`config.mk`:
```
export PLATFORM = sky130hd
export DESIGN_NAME = morse_emitter
export DESIGN_NICKNAME = d
export VERILOG_FILES = /design/src/rtl/morse_emitter.sv
export SDC_FILE = /design/constraint.sdc
export NUM_CORES = 1
export LEC_CHECK = 0
export BUFFER_PORTS_ARGS = -buffer_cell sky130_fd_sc_hd__buf_4
export CORE_ASPECT_RATIO = 0.5
export CORE_MARGIN = 4
export CORE_UTILIZATION = 45
export CTS_BUF_LIST = sky130_fd_sc_hd__clkbuf_4
export DETAILED_ROUTE_END_ITERATION = 6
export PLACE_DENSITY = 0.64
export SYNTH_ARGS = -nofsm -noshare
export SYNTH_HDL_FRONTEND = slang
export SYNTH_SLANG_ARGS = --single-unit
```
`constraint.sdc`:
```
create_clock -name clk_i -period 10.56 [get_ports clk_i]
set_input_delay 0.528 -clock clk_i [delete_from_list [all_inputs] [get_ports clk_i]]
set_output_delay 0.528 -clock clk_i [all_outputs]
set_load 0.01 [all_outputs]
```
`src/rtl/morse_emitter.sv`:
```
// Morse keyer: turns one ASCII character at a time into timed mark/space on morse_o.
// Latency: morse_o rises in the first cycle after the acceptance edge; all durations are exact multiples of the dot period.
// Backpressure: char_ready_o is high only while idle, so a character is taken only between emissions.

package morse_pkg;

  // size = number of symbols, value[0] is sent first, 1 = dash, 0 = dot
  typedef struct packed {
    logic [2:0] size;
    logic [4:0] value;
  } morse_code_t;

  localparam morse_code_t letter_conversion_c [26] = '{
    '{3'd2, 5'd2},   // A .-
    '{3'd4, 5'd1},   // B -...
    '{3'd4, 5'd5},   // C -.-.
    '{3'd3, 5'd1},   // D -..
    '{3'd1, 5'd0},   // E .
    '{3'd4, 5'd4},   // F ..-.
    '{3'd3, 5'd3},   // G --.
    '{3'd4, 5'd0},   // H ....
    '{3'd2, 5'd0},   // I ..
    '{3'd4, 5'd14},  // J .---
    '{3'd3, 5'd5},   // K -.-
    '{3'd4, 5'd2},   // L .-..
    '{3'd2, 5'd3},   // M --
    '{3'd2, 5'd1},   // N -.
    '{3'd3, 5'd7},   // O ---
    '{3'd4, 5'd6},   // P .--.
    '{3'd4, 5'd11},  // Q --.-
    '{3'd3, 5'd2},   // R .-.
    '{3'd3, 5'd0},   // S ...
    '{3'd1, 5'd1},   // T -
    '{3'd3, 5'd4},   // U ..-
    '{3'd4, 5'd8},   // V ...-
    '{3'd3, 5'd6},   // W .--
    '{3'd4, 5'd9},   // X -..-
    '{3'd4, 5'd13},  // Y -.--
    '{3'd4, 5'd3}    // Z --..
  };

  localparam morse_code_t number_conversion_c [10] = '{
    '{3'd5, 5'd31},  // 0 -----
    '{3'd5, 5'd30},  // 1 .----
    '{3'd5, 5'd28},  // 2 ..---
    '{3'd5, 5'd24},  // 3 ...--
    '{3'd5, 5'd16},  // 4 ....-
    '{3'd5, 5'd0},   // 5 .....
    '{3'd5, 5'd1},   // 6 -....
    '{3'd5, 5'd3},   // 7 --...
    '{3'd5, 5'd7},   // 8 ---..
    '{3'd5, 5'd15}   // 9 ----.
  };

endpackage

module morse_emitter
  import morse_pkg::*;
#(
  parameter int DOT_PERIOD_WIDTH = 28
) (
  input  logic                        clk_i,
  input  logic                        rst_i,
  input  logic [DOT_PERIOD_WIDTH-1:0] dot_period_i,
  input  logic [7:0]                  char_i,
  input  logic                        char_valid_i,
  output logic                        char_ready_o,
  output logic                        morse_o,
  output logic                        busy_o,
  output logic                        unknown_o
);

  localparam int DW = DOT_PERIOD_WIDTH;
  // two extra bits so that 4 x the largest dot period still fits
  localparam int CW = DOT_PERIOD_WIDTH + 2;

  typedef enum logic [2:0] {
    IDLE,
    MARK,
    SYM_GAP,
    CHAR_GAP,
    WORD_GAP
  } state_t;

  typedef enum logic [1:0] {
    K_OTHER,
    K_SYM,
    K_SPACE
  } kind_t;

  state_t      state_q, state_d;
  logic [CW-1:0] cnt_q, cnt_d;     // cycles left in the current state, minus one
  logic [DW-1:0] dot_q, dot_d;     // latched dot period, never zero
  logic [4:0]  code_q, code_d;     // symbols still to send, next one in bit 0
  logic [2:0]  left_q, left_d;     // symbols still to send after the current mark
  logic        unk_d;

  logic        morse_q, busy_q, ready_q, unk_q;

  kind_t       kind;
  morse_code_t lut;
  logic [4:0]  letter_idx;
  logic [3:0]  digit_idx;
  logic [DW-1:0] dp_eff;
  logic [CW-1:0] acc_x1, acc_x3, acc_x4;
  logic [CW-1:0] q_x1, q_x3;
  logic        accept;

  // classify the offered character and fetch its code
  always_comb begin
    kind       = K_OTHER;
    lut        = '0;
    letter_idx = '0;
    digit_idx  = '0;
    if (char_i >= 8'd65 && char_i <= 8'd90) begin
      letter_idx = 5'(char_i - 8'd65);
      lut        = letter_conversion_c[letter_idx];
      kind       = K_SYM;
    end else if (char_i >= 8'd97 && char_i <= 8'd122) begin
      letter_idx = 5'(char_i - 8'd97);
      lut        = letter_conversion_c[letter_idx];
      kind       = K_SYM;
    end else if (char_i >= 8'd48 && char_i <= 8'd57) begin
      digit_idx  = 4'(char_i - 8'd48);
      lut        = number_conversion_c[digit_idx];
      kind       = K_SYM;
    end else if (char_i == 8'd32) begin
      kind       = K_SPACE;
    end
  end

  // duration multiples: from the live input at acceptance, from the latched period afterwards
  always_comb begin
    dp_eff = (dot_period_i == '0) ? DW'(1) : dot_period_i;
    acc_x1 = {2'b00, dp_eff};
    acc_x3 = acc_x1 + {acc_x1[CW-2:0], 1'b0};
    acc_x4 = {dp_eff, 2'b00};
    q_x1   = {2'b00, dot_q};
    q_x3   = q_x1 + {q_x1[CW-2:0], 1'b0};
  end

  assign accept = char_valid_i && ready_q;

  // next-state logic: each timed state loads its length on entry and counts down to zero
  always_comb begin
    state_d = state_q;
    cnt_d   = cnt_q;
    dot_d   = dot_q;
    code_d  = code_q;
    left_d  = left_q;
    unk_d   = 1'b0;
    unique case (state_q)
      IDLE: begin
        if (accept) begin
          dot_d = dp_eff;
          unique case (kind)
            K_SYM: begin
              state_d = MARK;
              cnt_d   = (lut.value[0] ? acc_x3 : acc_x1) - CW'(1);
              code_d  = lut.value >> 1;
              left_d  = lut.size - 3'd1;
            end
            K_SPACE: begin
              state_d = WORD_GAP;
              cnt_d   = acc_x4 - CW'(1);
            end
            default: begin
              // unencodable: drop it, pulse unknown, stay ready
              unk_d = 1'b1;
            end
          endcase
        end
      end
      MARK: begin
        if (cnt_q == '0) begin
          if (left_q != 3'd0) begin
            state_d = SYM_GAP;
            cnt_d   = q_x1 - CW'(1);
          end else begin
            state_d = CHAR_GAP;
            cnt_d   = q_x3 - CW'(1);
          end
        end else begin
          cnt_d = cnt_q - CW'(1);
        end
      end
      SYM_GAP: begin
        if (cnt_q == '0) begin
          state_d = MARK;
          cnt_d   = (code_q[0] ? q_x3 : q_x1) - CW'(1);
          code_d  = code_q >> 1;
          left_d  = left_q - 3'd1;
        end else begin
          cnt_d = cnt_q - CW'(1);
        end
      end
      CHAR_GAP, WORD_GAP: begin
        if (cnt_q == '0) begin
          state_d = IDLE;
        end else begin
          cnt_d = cnt_q - CW'(1);
        end
      end
      default: begin
        state_d = IDLE;
        cnt_d   = '0;
      end
    endcase
  end

  // state and datapath registers
  always_ff @(posedge clk_i or posedge rst_i) begin
    if (rst_i) begin
      state_q <= IDLE;
      cnt_q   <= '0;
      dot_q   <= DW'(1);
      code_q  <= '0;
      left_q  <= '0;
    end else begin
      state_q <= state_d;
      cnt_q   <= cnt_d;
      dot_q   <= dot_d;
      code_q  <= code_d;
      left_q  <= left_d;
    end
  end

  // registered outputs decoded from the next state; ready stays low until the first edge after reset
  always_ff @(posedge clk_i or posedge rst_i) begin
    if (rst_i) begin
      morse_q <= 1'b0;
      busy_q  <= 1'b0;
      ready_q <= 1'b0;
      unk_q   <= 1'b0;
    end else begin
      morse_q <= (state_d == MARK);
      busy_q  <= (state_d != IDLE);
      ready_q <= (state_d == IDLE);
      unk_q   <= unk_d;
    end
  end

  assign morse_o      = morse_q;
  assign busy_o       = busy_q;
  assign char_ready_o = ready_q;
  assign unknown_o    = unk_q;

endmodule

```
* Word-level counts from Yosys, hierarchy flattened
Memories as Yosys holds them, arrays and structs flattened.
Index checks and enable logic that the tools add are counted.
** Cells by class
- Add/subtract/negate cells :: 13
- Magnitude comparators :: 9
- Equal/unequal tests :: 13
- Multiplexer cells :: 41
- Bitwise logic cells :: 3
- Reduce and logical (&&, ||, !) cells :: 16
** Operator list (count)
- two-way mux 30 bit :: 7
- subtractor 30 x 1 -> 30 bit (second input constant) :: 5
- case mux 30 bit (4 select lines) :: 1
- two-way mux 8 bit :: 9
- adder 28 x 29 -> 30 bit :: 2
- case mux 30 bit (2 select lines) :: 1
- zero test 30 bit :: 1
- subtractor 28 x 1 -> 29 bit (second input constant) :: 1
- zero test 28 bit :: 1
- two-way mux 28 bit :: 1
- two-way mux 3 bit :: 7
- greater-or-equal comparator 8 x 7 -> 1 bit (second input constant) :: 2
- less-or-equal comparator 8 x 7 -> 1 bit (second input constant) :: 2
- two-way mux 5 bit :: 3
- greater-or-equal comparator 6 bit (second input constant) :: 2
- inverter 5 -> 6 bit :: 2
- case mux 3 bit (2 select lines) :: 2
- case mux 3 bit (4 select lines) :: 1
- case mux 5 bit (2 select lines) :: 1
- subtractor 5 x 1 -> 5 bit (second input constant) :: 2
- == test 8 x 6 -> 1 bit (second input constant) :: 1
- greater-or-equal comparator 8 x 6 -> 1 bit (second input constant) :: 1
- less-or-equal comparator 8 x 6 -> 1 bit (second input constant) :: 1
- two-way mux 2 bit :: 4
- 21 further kinds :: 35
** Word-level totals
- Register bits :: 73
- Memory bits (read-only) :: 640
- Input bits :: 39
- Output and inout bits :: 4
- Word-level logic and storage cells :: 107
- Memories kept :: 3
** Memory list
- (name not given) :: words 32, bits a word 8, rd ports 1, clocked after memory_dff 0, write ports 0, line 121 : lut = letter_conversion_c[letter_idx];
- (name not given) :: words 32, bits a word 8, rd ports 1, clocked after memory_dff 0, write ports 0, line 117 : lut = letter_conversion_c[letter_idx];
- (name not given) :: words 16, bits a word 8, rd ports 1, clocked after memory_dff 0, write ports 0, line 125 : lut = number_conversion_c[digit_idx];

* Logic depth before layout (Yosys ltp)
Gate-level depths: netlist (run 1).
- Depth after elaboration :: 13
- Depth in mapped cells :: 20
- Gate-level depth less buffers :: 20

* Worst setup path before layout (run 1)
Ideal clock, no wire load.
- Path type :: input port to flip-flop
- Start :: input dot_period_i[9]
- End :: register cnt_q[29]
- Setup time :: 0.135 ns
- Data arrival time :: 4.900 ns
- Required time :: 10.425 ns
- Setup slack :: 5.526 ns
- Cell stages on the path :: 19
- Path buffers :: 1
- Cells stage by stage :: clkbuf_1 nor4_1 and4_1 a31oi_1 inv_1 ha_1 fa_1 a211oi_1 o211a_2 o31ai_1 nor3_1 a2111oi_0 mux2_4 or3_4 or4_4 nor4_2 xor2_1 a2bb2oi_2 o211ai_1
** Between the ends
- Word-level cells in the longest chain between the ends :: 8
- Elaborated cells between the ends (all ways) :: 9
- Classes of those cells :: 3 x add/sub; 5 x mux; 1 x reduce/logical
** RTL lines
- start, declared :: line 64 : input logic [DOT_PERIOD_WIDTH-1:0] dot_period_i,
- zero test 28 bit :: line 134 : dp_eff = (dot_period_i == '0) ? DW'(1) : dot_period_i;
- two-way mux 28 bit :: line 134
- adder 28 x 29 -> 30 bit :: line 136 : acc_x3 = acc_x1 + {acc_x1[CW-2:0], 1'b0};
- named net acc_x3[0] :: line 105 : logic [CW-1:0] acc_x1, acc_x3, acc_x4;
- two-way mux 30 bit :: line 159 : cnt_d = (lut.value[0] ? acc_x3 : acc_x1) - CW'(1);
- subtractor 30 x 1 -> 30 bit :: line 159
- case mux 30 bit (2 select lines) :: line 156 : unique case (kind)
- two-way mux 30 bit :: line 154 : if (accept) begin
- case mux 30 bit (4 select lines) :: line 152 : unique case (state_q)
- end signal, assigned :: line 221 : cnt_q <= cnt_d;
- end, declared :: line 92 : logic [CW-1:0] cnt_q, cnt_d;
The timed path passes the listed nets, and every way through them passes these cells. The select of a mux whose other input is x is not followed.
A chain may end at the register's enable or synchronous reset.

* Worst setup path in the final report (run 1)
- Start :: input dot_period_i[9]
- End :: register cnt_q[25]
Same word-level chain as after synthesis.

==> impl_results.rst, run 1 <==
.. list-table::
   :header-rows: 1

   * - Metric
     - Value
   * - Critical path data required time
     - 10.89 ns
   * - Post-CTS Setup Repair Bufs
     - 0
   * - Via count of the first global-routing pass
     - 12,930
   * - Ratio of cells with drive above 1 in the final layout
     - 0.06208
   * - Maximum cell stage delay along the critical path
     - 0.73 ns
   * - Die boundary height
     - 132.8 um
   * - Number of nets in the final layout
     - 2,115
   * - Ranking of synthesized cells by area
     - sky130_fd_sc_hd__ha_1, sky130_fd_sc_hd__dfrtp_1, sky130_fd_sc_hd__xnor2_1
   * - Cell Chain, Critical Path
     - buf_4 > nor4_1 > and4_1 > a31oi_1 > inv_1 > ha_1 > fa_1 > a211oi_1 > o211a_2 > o41ai_2 > nand3_1 > a2bb2oi_1 > a41o_1 > nand4bb_1 > nand4b_1 > or3_1 > xnor2_1 > a211o_1
   * - Maximum achievable frequency
     - 182.6 MHz
   * - Detailed-route DRC error count
     - 0
   * - Worst vdd rail ir drop
     - 35.81 uV
   * - Detailed Place HPWL
     - 36,400 um
   * - Element type at the critical path start
     - input port
   * - Count of buffer and inverter cells on the critical path
     - 2
   * - I/O pin count
     - 43
   * - Global route overflow
     - 0
   * - Post-synthesis cell type count
     - 106
   * - Area post-placement
     - 0.01457 sq mm
   * - Transition time at the pin with the least slew margin
     - 1.185 ns
   * - Worst slew margin
     - 0.2039
   * - Number of maximum-capacitance constraint violations
     - 0
   * - RSZ-0062 raised after global routing
     - no
   * - RePlAce Congestion
     - 0.9517
   * - Leakage power summed over all cells
     - 6.174 nW
   * - Number of max-slew violations in the final report
     - 0
   * - Floorplan row count
     - 45
   * - Area of the placeable core
     - 0.03052 sq mm
   * - Portion of the clock cycle consumed by the worst path in the final layout
     - 0.5186
   * - Clock Tree Buf Depth
     - 2
   * - Quantity of gates resized following cts
     - 0
   * - Worst-path clk slew
     - 0.12 ns
   * - Seq cells post-synth
     - 72
   * - Post-Synthesis Cell Area
     - 0.01402 sq mm
   * - Root Buffer Master
     - sky130_fd_sc_hd__clkbuf_4
   * - Top FF cell, synth
     - sky130_fd_sc_hd__dfrtp_1
   * - Clock tree from TritonCTS
     - done
   * - Global-route wire length before repair
     - 73,110 um
   * - Biggest area consumer among synthesized cells
     - sky130_fd_sc_hd__ha_1
   * - Post-synth EDFFs
     - 0
   * - Area share of the largest cell type after synthesis
     - 0.1303
   * - 1st-iter DRT viols
     - 1,729
   * - Count of yosys warnings during synthesis
     - 0
   * - Number of buffers inserted during clock tree synthesis
     - 9
   * - Area used by multi-input combinational logic
     - 0.01137 sq mm
   * - Power per cell area
     - 50.46 mW/mm^2
   * - Count of endpoints failing hold in the final timing report
     - 0
   * - Time the worst path needs with I/O delays and setup
     - 5.476 ns
   * - Number of vias per cell
     - 6.229
   * - Most frequently used cell type in the post-synthesis netlist
     - sky130_fd_sc_hd__nand2_1
   * - Final setup skew
     - 0.02441 ns
   * - Outcome
     - complete, no violations
   * - Number of antenna-violating nets in the routed design
     - 0
   * - X dimension of the die
     - 257.6 um
   * - Crit path capture type
     - flop
   * - Kind of cell adding the most delay to the critical path
     - simple AND/OR/NAND/NOR gates
   * - Async set-or-reset flop fraction in the synthesized netlist
     - 1.000
   * - Number of cells produced by synthesis
     - 1,969
   * - Number of antenna violations at the first check in global routing
     - 1
   * - Number of sinks handled by clock tree synthesis
     - 72
   * - Input/output buffers
     - 42
   * - Most common library cells after synthesis
     - sky130_fd_sc_hd__nand2_1, sky130_fd_sc_hd__nor2_1, sky130_fd_sc_hd__o21ai_0, sky130_fd_sc_hd__ha_1, sky130_fd_sc_hd__a21oi_1
   * - Setup total negative slack
     - 0 ns
   * - Final std cell area, no fill
     - 0.01471 sq mm
   * - FILL cells
     - 3,184
   * - Final setup violation count
     - 0
   * - Die footprint
     - 0.03422 sq mm
   * - Gr usage total
     - 0.2606
   * - Maximum fanout along the worst path
     - 11
   * - Router iterations before antenna repair
     - 5
   * - Mean cell area of the mapped netlist
     - 7.121 sq um
   * - Hold buffer count at cts
     - 0
   * - Kind of critical path
     - in2reg
   * - Register area share after synthesis
     - 0.1286
   * - Final routed wire length divided by cell count
     - 19.70 um
   * - Latest clock arrival within the worst-skew pair
     - 0.45 ns
   * - Largest net degree at the start of global routing
     - 73
   * - Worst hold path class
     - in2async
   * - Post-synthesis net count
     - 2,156
   * - CP max stage cell
     - sky130_fd_sc_hd__nor4_1
   * - Routed vias
     - 14,680
   * - Worst Path Arrival
     - 5.80 ns
   * - CTS H-tree lvls
     - 3
   * - Layout overhead on the synthesized area
     - 4.890%
   * - FF+latch area
     - 0.001804 sq mm
   * - WL final
     - 46,430 um
   * - Initial core utilization
     - 0.4595
==> logic make-up (layout without fill, tap and decap cells) <==
kind of cell / count (synthesis) / count (layout) / synth area share
fa+ha+maj: 149 / 149 / 0.1339
flops: 72 / 72 / 0.1286
compound gates: 639 / 639 / 0.3031
buf+inv: 226 / 190 / 0.06220
other cells: 0 / 1 / 0
xor+xnor: 174 / 174 / 0.1087
mux: 29 / 29 / 0.02249
simple gates: 680 / 680 / 0.2410
==> flip-flops by register name, indices dropped and copies added (netlist names) <==
name,cells
morse_o,1
left_q,3
cnt_q,30
code_q,4
dot_q,28
unknown_o,1
char_ready_o,1
busy_o,1
state_q,3
==> layer usage <==
metal  part of all wire  GRT usage  wire (um)
met4              0.016    0.04755        741
met1               0.50     0.4188      23380
met2               0.39     0.3618      17940
met3              0.094    0.04112       4365
met5                  0          0          0
==> layout make-up <==
cell class                 instances  area share
inverter                         117     0.02986
clock inverter                     6    0.003999
multi-input combinational       1671      0.7731
sequential                        72      0.1227
tap                              423     0.03599
clock buffer                      10    0.005105
antenna                            1   0.0001702
timing repair buffer              57     0.02910
==> power breakdown <==
| part | internal [mW] | switching [mW] | leakage [nW] |
|---|---|---|---|
| registers | 0.276 | 0.000999 | 0.853 |
| logic | 0.103 | 0.184 | 5.25 |
| clock network | 0.0737 | 0.104 | 0.0719 |
==> stage by stage <==
step                      hold WS [ns]  instances  worst slack, ns  power (mW)  utilization
final                           0.3441       2357            5.084      0.7421       0.4819
after global routing            0.4269       2357            4.686      0.7851       0.4819
after CTS                       0.3855       2356            5.164      0.7380       0.4818
after detailed placement        0.4902       2340            4.731      0.5615       0.4775
after global placement          0.4848       2340            4.827      0.5622       0.4775
after floorplan                 0.4753       1969            5.526      0.4838            -
==> worst paths after layout <==
kind                                 startpoint   endpoint  slack (ns)  cells after the start
worst min-delay path                      rst_i  code_q[0]        0.34                      3
worst max-delay path            dot_period_i[9]  cnt_q[25]        5.08                     18
worst min register to register        code_q[2]  code_q[2]        0.52                      1
max in group asynchronous                 rst_i  cnt_q[29]        9.57                      3
worst max register to register         dot_q[1]  cnt_q[28]        5.48                     14
min in group clk_i              dot_period_i[0]   dot_q[0]        0.51                      3
==> layout by cell type, fill, tap and decap left out, types with 24 or more instances in the layout <==
| cell | n |
|---|---|
| sky130_fd_sc_hd__a211oi_1 | 34 |
| sky130_fd_sc_hd__dfrtp_1 | 70 |
| sky130_fd_sc_hd__and2_1 | 24 |
| sky130_fd_sc_hd__xor2_1 | 47 |
| sky130_fd_sc_hd__nor4_1 | 25 |
| sky130_fd_sc_hd__nor3_1 | 63 |
| sky130_fd_sc_hd__a21o_1 | 33 |
| sky130_fd_sc_hd__o211ai_1 | 30 |
| sky130_fd_sc_hd__o21ai_0 | 154 |
| sky130_fd_sc_hd__a21oi_1 | 145 |
| sky130_fd_sc_hd__nand3_1 | 53 |
| sky130_fd_sc_hd__nand2_1 | 190 |
| sky130_fd_sc_hd__inv_1 | 113 |
| sky130_fd_sc_hd__nor2_1 | 165 |
| sky130_fd_sc_hd__ha_1 | 146 |
| sky130_fd_sc_hd__xnor2_1 | 127 |
| sky130_fd_sc_hd__buf_4 | 57 |
==> worst min-delay path: cells and delay by family <==
kind	cells	cell delay, ns
buffers and inverters	3	0.82
Power figures use the tool's default switching activity.
==> inputs of run 2 (changes only) <==
--- a/config.mk
+++ b/config.mk
@@ -11,7 +11,7 @@
 export CORE_UTILIZATION = 45
 export CTS_BUF_LIST = sky130_fd_sc_hd__clkbuf_4
 export DETAILED_ROUTE_END_ITERATION = 6
-export PLACE_DENSITY = 0.64
+export PLACE_DENSITY = 0.66
 export SYNTH_ARGS = -nofsm -noshare
 export SYNTH_HDL_FRONTEND = slang
 export SYNTH_SLANG_ARGS = --single-unit
==> constraint.sdc (replaced) <==
create_clock -name clk_i -period 4.5 [get_ports clk_i]
set_input_delay 0.225 -clock clk_i [delete_from_list [all_inputs] [get_ports clk_i]]
set_output_delay 0.225 -clock clk_i [all_outputs]
set_load 0.01 [all_outputs]
==> impl_results.rst, run 2 (synthesis results as in run 1) <==
.. list-table::
   :header-rows: 1

   * - Metric
     - Value
   * - 1st-iter DRT viols
     - 1,634 (-5.5%)
   * - Via count of the first global-routing pass
     - 14,080 (+8.9%)
   * - CP max stage cell
     - sky130_fd_sc_hd__or4b_1
   * - Worst vdd rail ir drop
     - 89.47 uV (+150%)
   * - Crit path capture type
     - flop
   * - Clock Tree Buf Depth
     - 2 (unchanged)
   * - Depth of the most critical reg-to-reg path
     - 15 (+1)
   * - Setup total negative slack
     - 0 ns (unchanged)
   * - X dimension of the die
     - 257.6 um (unchanged)
   * - Number of antenna-violating nets in the routed design
     - 0 (unchanged)
   * - Register-to-register setup slack
     - 0.15 ns (-5.33 ns)
   * - RSZ-0062 raised after global routing
     - yes
   * - Net switching power figure
     - 729.8 uW (+150%)
   * - Number of antenna violations at the first check in global routing
     - 1 (unchanged)
   * - Worst Setup Slack, final
     - 0.1220 ns (-4.962 ns)
   * - Largest registers
     - cnt_q (30), dot_q (28), code_q (4)
   * - FF+latch area
     - 0.001808 sq mm (+0.21%)
   * - Total number of cells along the worst setup path
     - 23 (+5)
   * - Final Core Density
     - 0.5508 (+0.06888)
   * - Worst slew margin
     - 0.3309 (+0.1270)
   * - Outcome
     - complete, no violations
   * - Count of buffer and inverter cells on the critical path
     - 6 (+4)
   * - Largest net degree at the start of global routing
     - 58 (-21%)
   * - Register with the most flip-flops
     - cnt_q
   * - Number of buffers inserted during clock tree synthesis
     - 9 (unchanged)
   * - Maximum fanout along the worst path
     - 5 (-6)
   * - Power per cell area
     - 115.2 mW/mm^2 (+130%)
   * - Leakage power summed over all cells
     - 7.412 nW (+20%)
   * - Final setup skew
     - 0.02714 ns (+0.002728 ns)
   * - Gr usage total
     - 0.2779 (+0.01736)
   * - Number of nets in the final layout
     - 2,350 (+11%)
   * - Transition time at the pin with the least slew margin
     - 1.004 ns (-0.1814 ns)
   * - Count of cells along the worst hold path
     - 4
   * - Element type at the critical path start
     - input port
   * - Cell Chain, Critical Path
     - buf_4 > inv_1 > ha_1 > nor4b_2 > buf_4 > and4_1 > a31oi_4 > inv_1 > ha_1 > fa_2 > buf_4 > a21o_1 > a21oi_1 > xnor2_1 > nor3_1 > or4b_1 > a22oi_2 > nand4bb_1 > nand4b_1 > buf_4 > or3_4 > xnor2_1 > a211o_1
   * - Kind of critical path
     - in2reg
   * - Flip-flop count of the largest register after layout
     - 30 (unchanged)
   * - Capturing element of the worst setup path
     - cnt_q[25]
   * - FILL cells
     - 3,034 (-4.7%)
   * - Routed vias
     - 15,670 (+6.7%)
   * - Switching share of power
     - 0.3770 (-0.01233)
   * - Worst Path Arrival
     - 4.72 ns (-1.08 ns)
   * - Final routed wire length divided by cell count
     - 19.15 um (-2.8%)
   * - Layout overhead on the synthesized area
     - 19.88%
   * - Root Buffer Master
     - sky130_fd_sc_hd__clkbuf_4
   * - Input/output buffers
     - 42 (unchanged)
   * - CTS H-tree lvls
     - 3 (unchanged)
   * - Worst slack at placement
     - -0.4776 ns (-5.208 ns)
   * - Detailed-route DRC error count
     - 0 (unchanged)
   * - Time the worst path needs with I/O delays and setup
     - 4.378 ns
   * - Most common cell after layout, fill and taps aside
     - sky130_fd_sc_hd__buf_4
   * - Number of maximum-capacitance constraint violations
     - 0 (unchanged)
   * - Latest clock arrival within the worst-skew pair
     - 0.47 ns (+0.02 ns)
   * - Initial core utilization
     - 0.4595 (unchanged)
   * - Global route overflow
     - 0 (unchanged)
   * - Router iterations before antenna repair
     - 6 (+1)
   * - Worst-path clk slew
     - 0.13 ns (about the same)
   * - Die boundary height
     - 132.8 um (unchanged)
   * - I/O pin count
     - 43 (unchanged)
   * - Number of vias per cell
     - 6.044 (-3.0%)
   * - RR Endpoint
     - cnt_q[28]
   * - Ratio of cells with drive above 1 in the final layout
     - 0.1840 (+0.1220)
   * - Worst hold path class
     - in2reg
   * - RePlAce Congestion
     - 0.9627 (+1.2%)
   * - Final standard cell count with taps included and fillers excluded
     - 2,592 (+10%)
   * - Number of sinks handled by clock tree synthesis
     - 72 (unchanged)
   * - Crit-path most repeated cell
     - sky130_fd_sc_hd__buf_4
   * - Critical path data required time
     - 4.84 ns (-6.05 ns)
   * - Kind of cell adding the most delay to the critical path
     - simple AND/OR/NAND/NOR gates
   * - Clock tree from TritonCTS
     - done
   * - Leading cell types in the layout, fill and taps excluded
     - sky130_fd_sc_hd__buf_4, sky130_fd_sc_hd__nand2_1, sky130_fd_sc_hd__nor2_1
   * - Area of the placeable core
     - 0.03052 sq mm (unchanged)
   * - Portion of the clock cycle consumed by the worst path in the final layout
     - 0.9729
   * - Seq pwr share
     - 0.337 (-0.037)
   * - Area used by multi-input combinational logic
     - 0.01165 sq mm (+2.4%)
   * - Die footprint
     - 0.03422 sq mm (unchanged)
   * - Detailed Place HPWL
     - 39,850 um (+9.5%)
   * - Cell Count Post-Placement
     - 2,570 (+9.8%)
   * - WL final
     - 49,650 um (+6.9%)
   * - Number of max-slew violations in the final report
     - 0 (unchanged)
   * - Comb power frac
     - 0.407 (+0.020)
   * - Part of the total power dissipated in the clock network
     - 0.257 (+0.017)
   * - Count of endpoints failing hold in the final timing report
     - 0 (unchanged)
   * - Int Pwr
     - 1.206 mW (+170%)
   * - Floorplan row count
     - 45 (unchanged)
   * - Global-route wire length before repair
     - 77,780 um (+6.4%)
   * - Final setup violation count
     - 0 (unchanged)
   * - Reg-to-reg startpoint
     - dot_q[5]
   * - Startpoint of the worst setup timing path
     - dot_period_i[24]
   * - Maximum achievable frequency
     - 228.4 MHz
   * - Maximum cell stage delay along the critical path
     - 0.49 ns (-0.24 ns)
-- run 2: worst min-delay path by stage --
stage	start	end	slack, ns
2_1_floorplan	dot_period_i[0]	dot_q[0]	0.42
3_3_place_gp	rst_i	dot_q[3]	0.23
3_5_place_dp	rst_i	unknown_o	0.23
4_1_cts	dot_period_i[19]	dot_q[19]	0.21
5_1_grt	dot_period_i[19]	dot_q[19]	0.25
6_report	dot_period_i[19]	dot_q[19]	0.23
-- run 2: final cells by class --
cell class | instances | area share
inverter | 117 | 0.02613
sequential | 72 | 0.1076
clock buffer | 9 | 0.004020
timing repair buffer | 292 | 0.1321
multi-input combinational | 1671 | 0.6929
tap | 423 | 0.03149
antenna | 1 | 0.0001489
clock inverter | 7 | 0.005657
-- run 2: repair_timing --
| item | CTS | global route |
|---|---|---|
| gates cloned | 0 | 0 |
| resized for setup | 5 | 47 |
| pin swaps | 1 | 14 |
| hold buffers | 1 | 0 |
| setup buffers | 2 | 2 |
| hold endpoints to repair | 15 | 0 |
| endpoints found under the setup margin | 4 | 14 |
-- run 2: power by group through the flow --
stage                     combinational (mW)  sequential [mW]  clock, mW
after floorplan                        0.475            0.663          0
after global placement                 0.751            0.663          0
after detailed placement               0.757            0.664          0
after CTS                              0.761            0.651      0.500
after global routing                   0.858            0.652      0.523
final                                  0.787            0.651      0.497
-- run 2: worst register-to-register path, stage by stage, from the launching register on --
cell	delay, ns
sky130_fd_sc_hd__dfrtp_2	0.50
sky130_fd_sc_hd__inv_1	0.13
sky130_fd_sc_hd__ha_2	0.32
sky130_fd_sc_hd__o211a_1	0.27
sky130_fd_sc_hd__and4_1	0.26
sky130_fd_sc_hd__a22o_2	0.29
sky130_fd_sc_hd__o21ai_1	0.14
sky130_fd_sc_hd__a22oi_1	0.15
sky130_fd_sc_hd__a221oi_2	0.39
sky130_fd_sc_hd__nand2_1	0.12
sky130_fd_sc_hd__or4_4	0.58
sky130_fd_sc_hd__or4_1	0.54
sky130_fd_sc_hd__a31oi_2	0.23
sky130_fd_sc_hd__o31ai_1	0.09
sky130_fd_sc_hd__buf_4	0.15
sky130_fd_sc_hd__o221ai_1	0.06
-- run 2: metal layers --
metal / global-route usage / up-vias / part of all wire
li1: - / 7594 / -
met1: 0.4309 / 7263 / 0.48
met2: 0.3995 / 740 / 0.40
met3: 0.04513 / 69 / 0.10
met4: 0.06199 / 0 / 0.020
met5: 0 / - / 0
-- run 2: per-stage QoR --
stage | instance area, sq um | hold WS, ns | power (mW)
2_1_floorplan | 14050 | 0.4165 | 1.137
3_3_place_gp | 16350 | 0.2270 | 1.414
3_5_place_dp | 16350 | 0.2272 | 1.421
4_1_cts | 16570 | 0.2068 | 1.913
5_1_grt | 16810 | 0.2506 | 2.033
6_report | 16810 | 0.2337 | 1.936
